## config.mk

```make
export PLATFORM = sky130hd
export DESIGN_NAME = exu_chn_dispatch_flat
export DESIGN_NICKNAME = d
export VERILOG_FILES = /design/src/rtl/exu_chn_dispatch_if.sv /design/src/rtl/exu_chn_dispatch.sv /design/src/flat_wrapper.sv
export SDC_FILE = /design/constraint.sdc
export NUM_CORES = 1
export LEC_CHECK = 0
export BUFFER_PORTS_ARGS = -buffer_cell sky130_fd_sc_hd__clkbuf_2
export CORE_ASPECT_RATIO = 2
export CORE_MARGIN = 3
export CORE_UTILIZATION = 40
export CTS_CLUSTER_DIAMETER = 80
export DETAILED_ROUTE_END_ITERATION = 10
export HOLD_SLACK_MARGIN = 0.12
export MAX_ROUTING_LAYER = met4
export PLACE_DENSITY = 0.77
export SYNTH_ARGS = -nofsm -noshare
export SYNTH_HDL_FRONTEND = slang
export SYNTH_SLANG_ARGS = --single-unit
```

## constraint.sdc

```tcl
create_clock -name clk -period 1.55 [get_ports clk]
set_input_delay 0.31 -clock clk [delete_from_list [all_inputs] [get_ports clk]]
set_output_delay 0.31 -clock clk [all_outputs]
set_load 0.05 [all_outputs]
```

## src/rtl/exu_chn_dispatch_if.sv

```systemverilog
// Handshake bundle between issue, the execute dispatcher and its channel handlers.
// slave = dispatcher side, master = issue logic plus handlers.
interface exu_chn_dispatch_if #(
    parameter int CHN_NUM = 5,
    parameter int PKT_W   = 96
);
    logic               req_vld;
    logic               req_rdy;
    logic [PKT_W-1:0]   req_pkt;
    logic [CHN_NUM-1:0] req_chn;
    logic               fl_vld;
    logic [CHN_NUM-1:0] chn_sel;
    logic [PKT_W-1:0]   chn_pkt;
    logic [CHN_NUM-1:0] chn_done;
    logic               busy;
    logic               err_vld;
    logic [1:0]         err_code;

    modport slave (
        input  req_vld, req_pkt, req_chn, fl_vld, chn_done,
        output req_rdy, chn_sel, chn_pkt, busy, err_vld, err_code
    );

    modport master (
        output req_vld, req_pkt, req_chn, fl_vld, chn_done,
        input  req_rdy, chn_sel, chn_pkt, busy, err_vld, err_code
    );
endinterface

```

## src/rtl/exu_chn_dispatch.sv

```systemverilog
// Execute-stage dispatcher: holds one instruction, drives a one-hot handler select.
// Define EXU_DISP_WDOG_EN to enable the multi-cycle handler watchdog.
module exu_chn_dispatch #(
    parameter int                 CHN_NUM    = 5,
    parameter int                 PKT_W      = 96,
    parameter logic [CHN_NUM-1:0] MULTI_MASK = CHN_NUM'(5'b00110),
    parameter int                 TO_W       = 8
) (
    input  logic               clk,
    input  logic               rst_n,
    exu_chn_dispatch_if.slave  bus
);

    typedef enum logic {S_IDLE, S_BUSY} state_t;

    state_t             state, state_nxt;
    logic [CHN_NUM-1:0] held_chn_p1;
    logic [PKT_W-1:0]   chn_pkt_p1;
    logic               drop, drop_nxt;
    logic               err_vld_p1;
    logic [1:0]         err_code_p1;
    logic [TO_W-1:0]    wd_cnt;

    logic held_multi, done_hit, wd_expire, complete;
    logic rdy, fire, legal, load, illegal;

`ifdef EXU_DISP_WDOG_EN
    localparam bit WDOG_ON = 1'b1;

    // Counter saturates; expiry is only acted on while the held channel is multi-cycle.
    always_ff @(posedge clk or negedge rst_n) begin
        if (!rst_n) begin
            wd_cnt <= '0;
        end else if (load) begin
            wd_cnt <= '0;
        end else if ((state == S_BUSY) && held_multi && !(&wd_cnt)) begin
            wd_cnt <= wd_cnt + TO_W'(1);
        end
    end
`else
    localparam bit WDOG_ON = 1'b0;

    assign wd_cnt = '0;
`endif

    always_comb begin
        held_multi = |(held_chn_p1 & MULTI_MASK);
        done_hit   = |(held_chn_p1 & MULTI_MASK & bus.chn_done);
        wd_expire  = WDOG_ON && (state == S_BUSY) && held_multi && (&wd_cnt) && !done_hit;
        complete   = (state == S_BUSY) && (!held_multi || done_hit || wd_expire);

        // A pending drop keeps the port open so the victim request can be swallowed.
        rdy     = drop || (state == S_IDLE) || complete;
        fire    = bus.req_vld && rdy;
        legal   = $onehot(bus.req_chn);
        load    = fire && !drop && legal;
        illegal = fire && !drop && !legal;

        drop_nxt = drop;
        if (bus.fl_vld) begin
            drop_nxt = 1'b1;
        end else if (fire && drop) begin
            drop_nxt = 1'b0;
        end

        state_nxt = state;
        if (load) begin
            state_nxt = S_BUSY;
        end else if (complete) begin
            state_nxt = S_IDLE;
        end
    end

    // ---- stage p1: held instruction and error pulse ----
    always_ff @(posedge clk or negedge rst_n) begin
        if (!rst_n) begin
            state       <= S_IDLE;
            drop        <= 1'b0;
            held_chn_p1 <= '0;
            chn_pkt_p1  <= '0;
            err_vld_p1  <= 1'b0;
            err_code_p1 <= 2'd0;
        end else begin
            state      <= state_nxt;
            drop       <= drop_nxt;
            err_vld_p1 <= illegal || wd_expire;
            if (illegal) begin
                err_code_p1 <= 2'd1;
            end else if (wd_expire) begin
                err_code_p1 <= 2'd2;
            end else begin
                err_code_p1 <= 2'd0;
            end
            if (load) begin
                held_chn_p1 <= bus.req_chn;
                chn_pkt_p1  <= bus.req_pkt;
            end
        end
    end

    assign bus.req_rdy  = rdy;
    assign bus.chn_sel  = (state == S_BUSY) ? held_chn_p1 : '0;
    assign bus.chn_pkt  = chn_pkt_p1;
    assign bus.busy     = (state == S_BUSY);
    assign bus.err_vld  = err_vld_p1;
    assign bus.err_code = err_code_p1;

endmodule

```

## src/flat_wrapper.sv

```systemverilog
// flat-port wrapper written by rule: the top's interface ports become plain ports
module exu_chn_dispatch_flat 
#(
    parameter int                 CHN_NUM    = 5,
    parameter int                 PKT_W      = 96,
    parameter logic [CHN_NUM-1:0] MULTI_MASK = CHN_NUM'(5'b00110),
    parameter int                 TO_W       = 8
)
  (clk, rst_n, bus_req_vld, bus_req_pkt, bus_req_chn, bus_fl_vld, bus_chn_done, bus_req_rdy, bus_chn_sel, bus_chn_pkt, bus_busy, bus_err_vld, bus_err_code);
  exu_chn_dispatch_if #(.CHN_NUM(CHN_NUM), .PKT_W(PKT_W)) bus_i ();
  input  logic clk;
  input  logic rst_n;
  input wire logic [$bits(bus_i.req_vld)-1:0] bus_req_vld;
  input wire logic [$bits(bus_i.req_pkt)-1:0] bus_req_pkt;
  input wire logic [$bits(bus_i.req_chn)-1:0] bus_req_chn;
  input wire logic [$bits(bus_i.fl_vld)-1:0] bus_fl_vld;
  input wire logic [$bits(bus_i.chn_done)-1:0] bus_chn_done;
  output wire logic [$bits(bus_i.req_rdy)-1:0] bus_req_rdy;
  output wire logic [$bits(bus_i.chn_sel)-1:0] bus_chn_sel;
  output wire logic [$bits(bus_i.chn_pkt)-1:0] bus_chn_pkt;
  output wire logic [$bits(bus_i.busy)-1:0] bus_busy;
  output wire logic [$bits(bus_i.err_vld)-1:0] bus_err_vld;
  output wire logic [$bits(bus_i.err_code)-1:0] bus_err_code;
  assign bus_i.req_vld = bus_req_vld;
  assign bus_i.req_pkt = bus_req_pkt;
  assign bus_i.req_chn = bus_req_chn;
  assign bus_i.fl_vld = bus_fl_vld;
  assign bus_i.chn_done = bus_chn_done;
  assign bus_req_rdy = bus_i.req_rdy;
  assign bus_chn_sel = bus_i.chn_sel;
  assign bus_chn_pkt = bus_i.chn_pkt;
  assign bus_busy = bus_i.busy;
  assign bus_err_vld = bus_i.err_vld;
  assign bus_err_code = bus_i.err_code;
  exu_chn_dispatch #(.CHN_NUM(CHN_NUM), .PKT_W(PKT_W), .MULTI_MASK(MULTI_MASK), .TO_W(TO_W)) u_core (.clk(clk), .rst_n(rst_n), .bus(bus_i));
endmodule
```

==> results.ini <==
[finish]
stdcell_count = 622
multi_input_area_um2 = 1720
fin_util_pct = 65.2
area.sequential_um2 = 2600
n_fill_cell = 747
antenna_cells = 0
drive_gt1_share_pct = 72.9
nets = 599
syn2layout_area_growth_pct = 57.3

[sta]
period_share_pct = 163
setup_viol = 105
rsz0062_at_grt = yes
final-hold-violation-count = 0
skew_ns = 0.00729
period_needed_ns = 2.53
layout_setup_ws_ns = -0.984
slew_violations = 0
holdWs_ns = 0.162
finalSetupTns_ns = -94.20
fmaxAchievable_mhz = 395

[yosys]
yosys.area.top_type = dfrtp_1
seq_area_frac_synth_pct = 63.9
postSynthCellCount = 245
yosys_most_used_dff = dfrtp_1
postSynthAreaPerCell_um2 = 16.6
async_reset_ff_share_pct = 100
synthTopCellsByCount = dfrtp_1 (104), mux2_1 (101), buf_6 (9), inv_1 (6), and2_1 (5)
synth_edf_count = 0
synthTopCellsByArea = dfrtp_1 (64%), mux2_1 (28%), buf_6 (2.5%)
syn-num-nets = 359
synth_area_um2 = 4070
yosysTopAreaCellShare_pct = 63.9
ys_warn_count = 0
synth_cell_types = 20
yosysMostFrequentCell = dfrtp_1
synth-seq-cells = 104

[floorplanning]
die_x_um = 77.3
die_area_um2 = 11500
rows = 51
initial_core_util_pct = 41.4
core-area_um2 = 9830
die_h_um = 149
pin_count = 216

[run_status]
violations = setup timing
status = complete, but fails checks

[setup_path]
crit_required_ns = 1.76
cp-end-kind = flip-flop
r2r_end = u_core.bus.chn_pkt[64]
reg2reg_depth = 5
rr_startpoint = u_core.held_chn_p1[2]
rrSetupSlack_ns = -0.34
slowest_stage = fa_1
worstSetupPathType = input pin to flip-flop
cp-start-kind = input pin
crit_chain = buf_8, ha_4, inv_2, fa_2, fa_1, nand3b_1, a311oi_4, buf_6, clkbuf_16, mux2_1
worst_ep_arrival_time_ns = 2.75
slowest_delay_ns = 0.49
crit_fanout = 14

[drt]
vias = 2936
drt_iter0_drc = 82
drtPass1Iterations = 4
ant_nets = 0
drc = 0
wire_per_inst_um = 18.4
drt-vias-per-instance = 4.72
wl_um = 11400

[place]
placed_cells = 594
portBuffers = 211
place.detailed.hpwl_um = 7810
gp_congestion = 0.826

[flow_run]
cap_viol_max_count = 0

[cts]
cts-htree-levels = 3
insertion_delay_ns = 0.33
clock_path_buffers = 2
cts_root_buffer = clkbuf_16
cts_buffers = 9
cts.sinks = 104
cts_tree = done
path_clk_slew_ns = 0.07

[global_routing]
grt_max_degree = 55
track_usage_pct = 18.5
grt_overflow = 0
grt_antenna_before_repair = 0
grt_first_pass_wirelength_um = 16200
grt_pass1_vias = 3231

[min_path]
worstHoldStart = bus_fl_vld
whs_path_depth = 2
hold_path.class = input pin to flip-flop
hold-path-endpoint = u_core.drop

[power_and_ir_drop]
power_leakage_nw = 3.30
ir_worst_vdd_uv = 1570
p_per_area_nw_per_um2 = 2410

-- registers in the layout, summed over array words and instances, names as in the netlist --
register	cells
u_core.bus.chn_pkt	96
u_core.held_chn_p1	5
u_core.bus.busy	1
u_core.bus.err_code	1
u_core.drop	1
-- layer usage --
layer / track usage, % / vias up / part of all wire [%]
met4: 10.2 / 0 / 4.2
li1: - / 1321 / -
met1: 18.1 / 1446 / 34
met2: 33.4 / 135 / 57
met5: - / - / 0
met3: 4.00 / 34 / 4.8
-- cell families (layout without fill, tap and decap cells) --
group	count (synthesis)	after routing	share of synthesized area (%)
muxes	101	101	27.9
adders and majority gates	4	4	1.60
and+or+nand+nor	12	12	1.84
other	1	1	0.0921
AOI/OAI and AO/OA	4	4	0.861
DFF	104	104	63.9
buffers and inverters	19	264	3.72
-- worst max path at each step --
stage | from | endpoint | cells past startpoint
after floorplan | bus_req_chn[3] | u_core.bus.chn_pkt[11] | 9
after global placement | bus_req_chn[2] | u_core.bus.chn_pkt[45] | 10
after detailed placement | bus_req_chn[0] | u_core.bus.chn_pkt[24] | 10
after CTS | bus_req_chn[3] | u_core.bus.chn_pkt[47] | 10
after global routing | bus_req_chn[3] | u_core.bus.chn_pkt[64] | 10
final | bus_req_chn[3] | u_core.bus.chn_pkt[64] | 10
-- final cells by class --
| class | count | share of cell area (%) |
|---|---|---|
| Clock buffer | 11 | 3.63 |
| Clock inverter | 5 | 0.625 |
| Inverter | 6 | 0.352 |
| Multi-Input combinational cell | 122 | 26.8 |
| Sequential cell | 104 | 40.7 |
| Tap cell | 132 | 2.58 |
| Timing Repair Buffer | 242 | 25.3 |
-- layout by cell type, fill, tap and decap left out, drive strengths merged, types with 2 or more instances in the layout --
cell and instances:
and2 5, buf 32, clkbuf 220, clkinv 3
dfrtp 104, fa 2, ha 2, inv 8
mux2 101, or2 2
-- critical path, delay by kind of cell --
| family | cells | cell delay [ns] |
|---|---|---|
| buffers and inverters | 4 | 0.55 |
| and+or+nand+nor | 1 | 0.14 |
| muxes | 1 | 0.34 |
| adders and majority gates | 3 | 1.11 |
| AOI/OAI and AO/OA | 1 | 0.29 |
-- power breakdown --
group          switching, mW  total [mW]  leakage, nW  internal (mW)
sequential             0.760        4.79         1.26           4.03
combinational           5.85        8.56         1.91           2.71
clock                  0.969        2.07        0.134           1.11
total                   7.58        15.4         3.30           7.85
-- per-stage QoR --
step	total power [mW]	area (µm²)	worst slack [ns]
after floorplan	10.3	4160	-0.977
after global placement	12.2	5480	-1.25
after detailed placement	12.3	5480	-1.29
after CTS	14.8	6010	-0.924
after global routing	16.1	6400	-1.03
final	15.4	6400	-0.984
-- repair_timing --
action,4_1_cts,5_1_grt
cloned,0,7
endpoints found under the setup margin,109,109
hold endpoints to repair,104,0
hold buffers,1,0
setup buffers,4,2
pin swaps,3,3
gates resized for setup,51,69
Note: power is estimated with default switching activity, not from simulation.
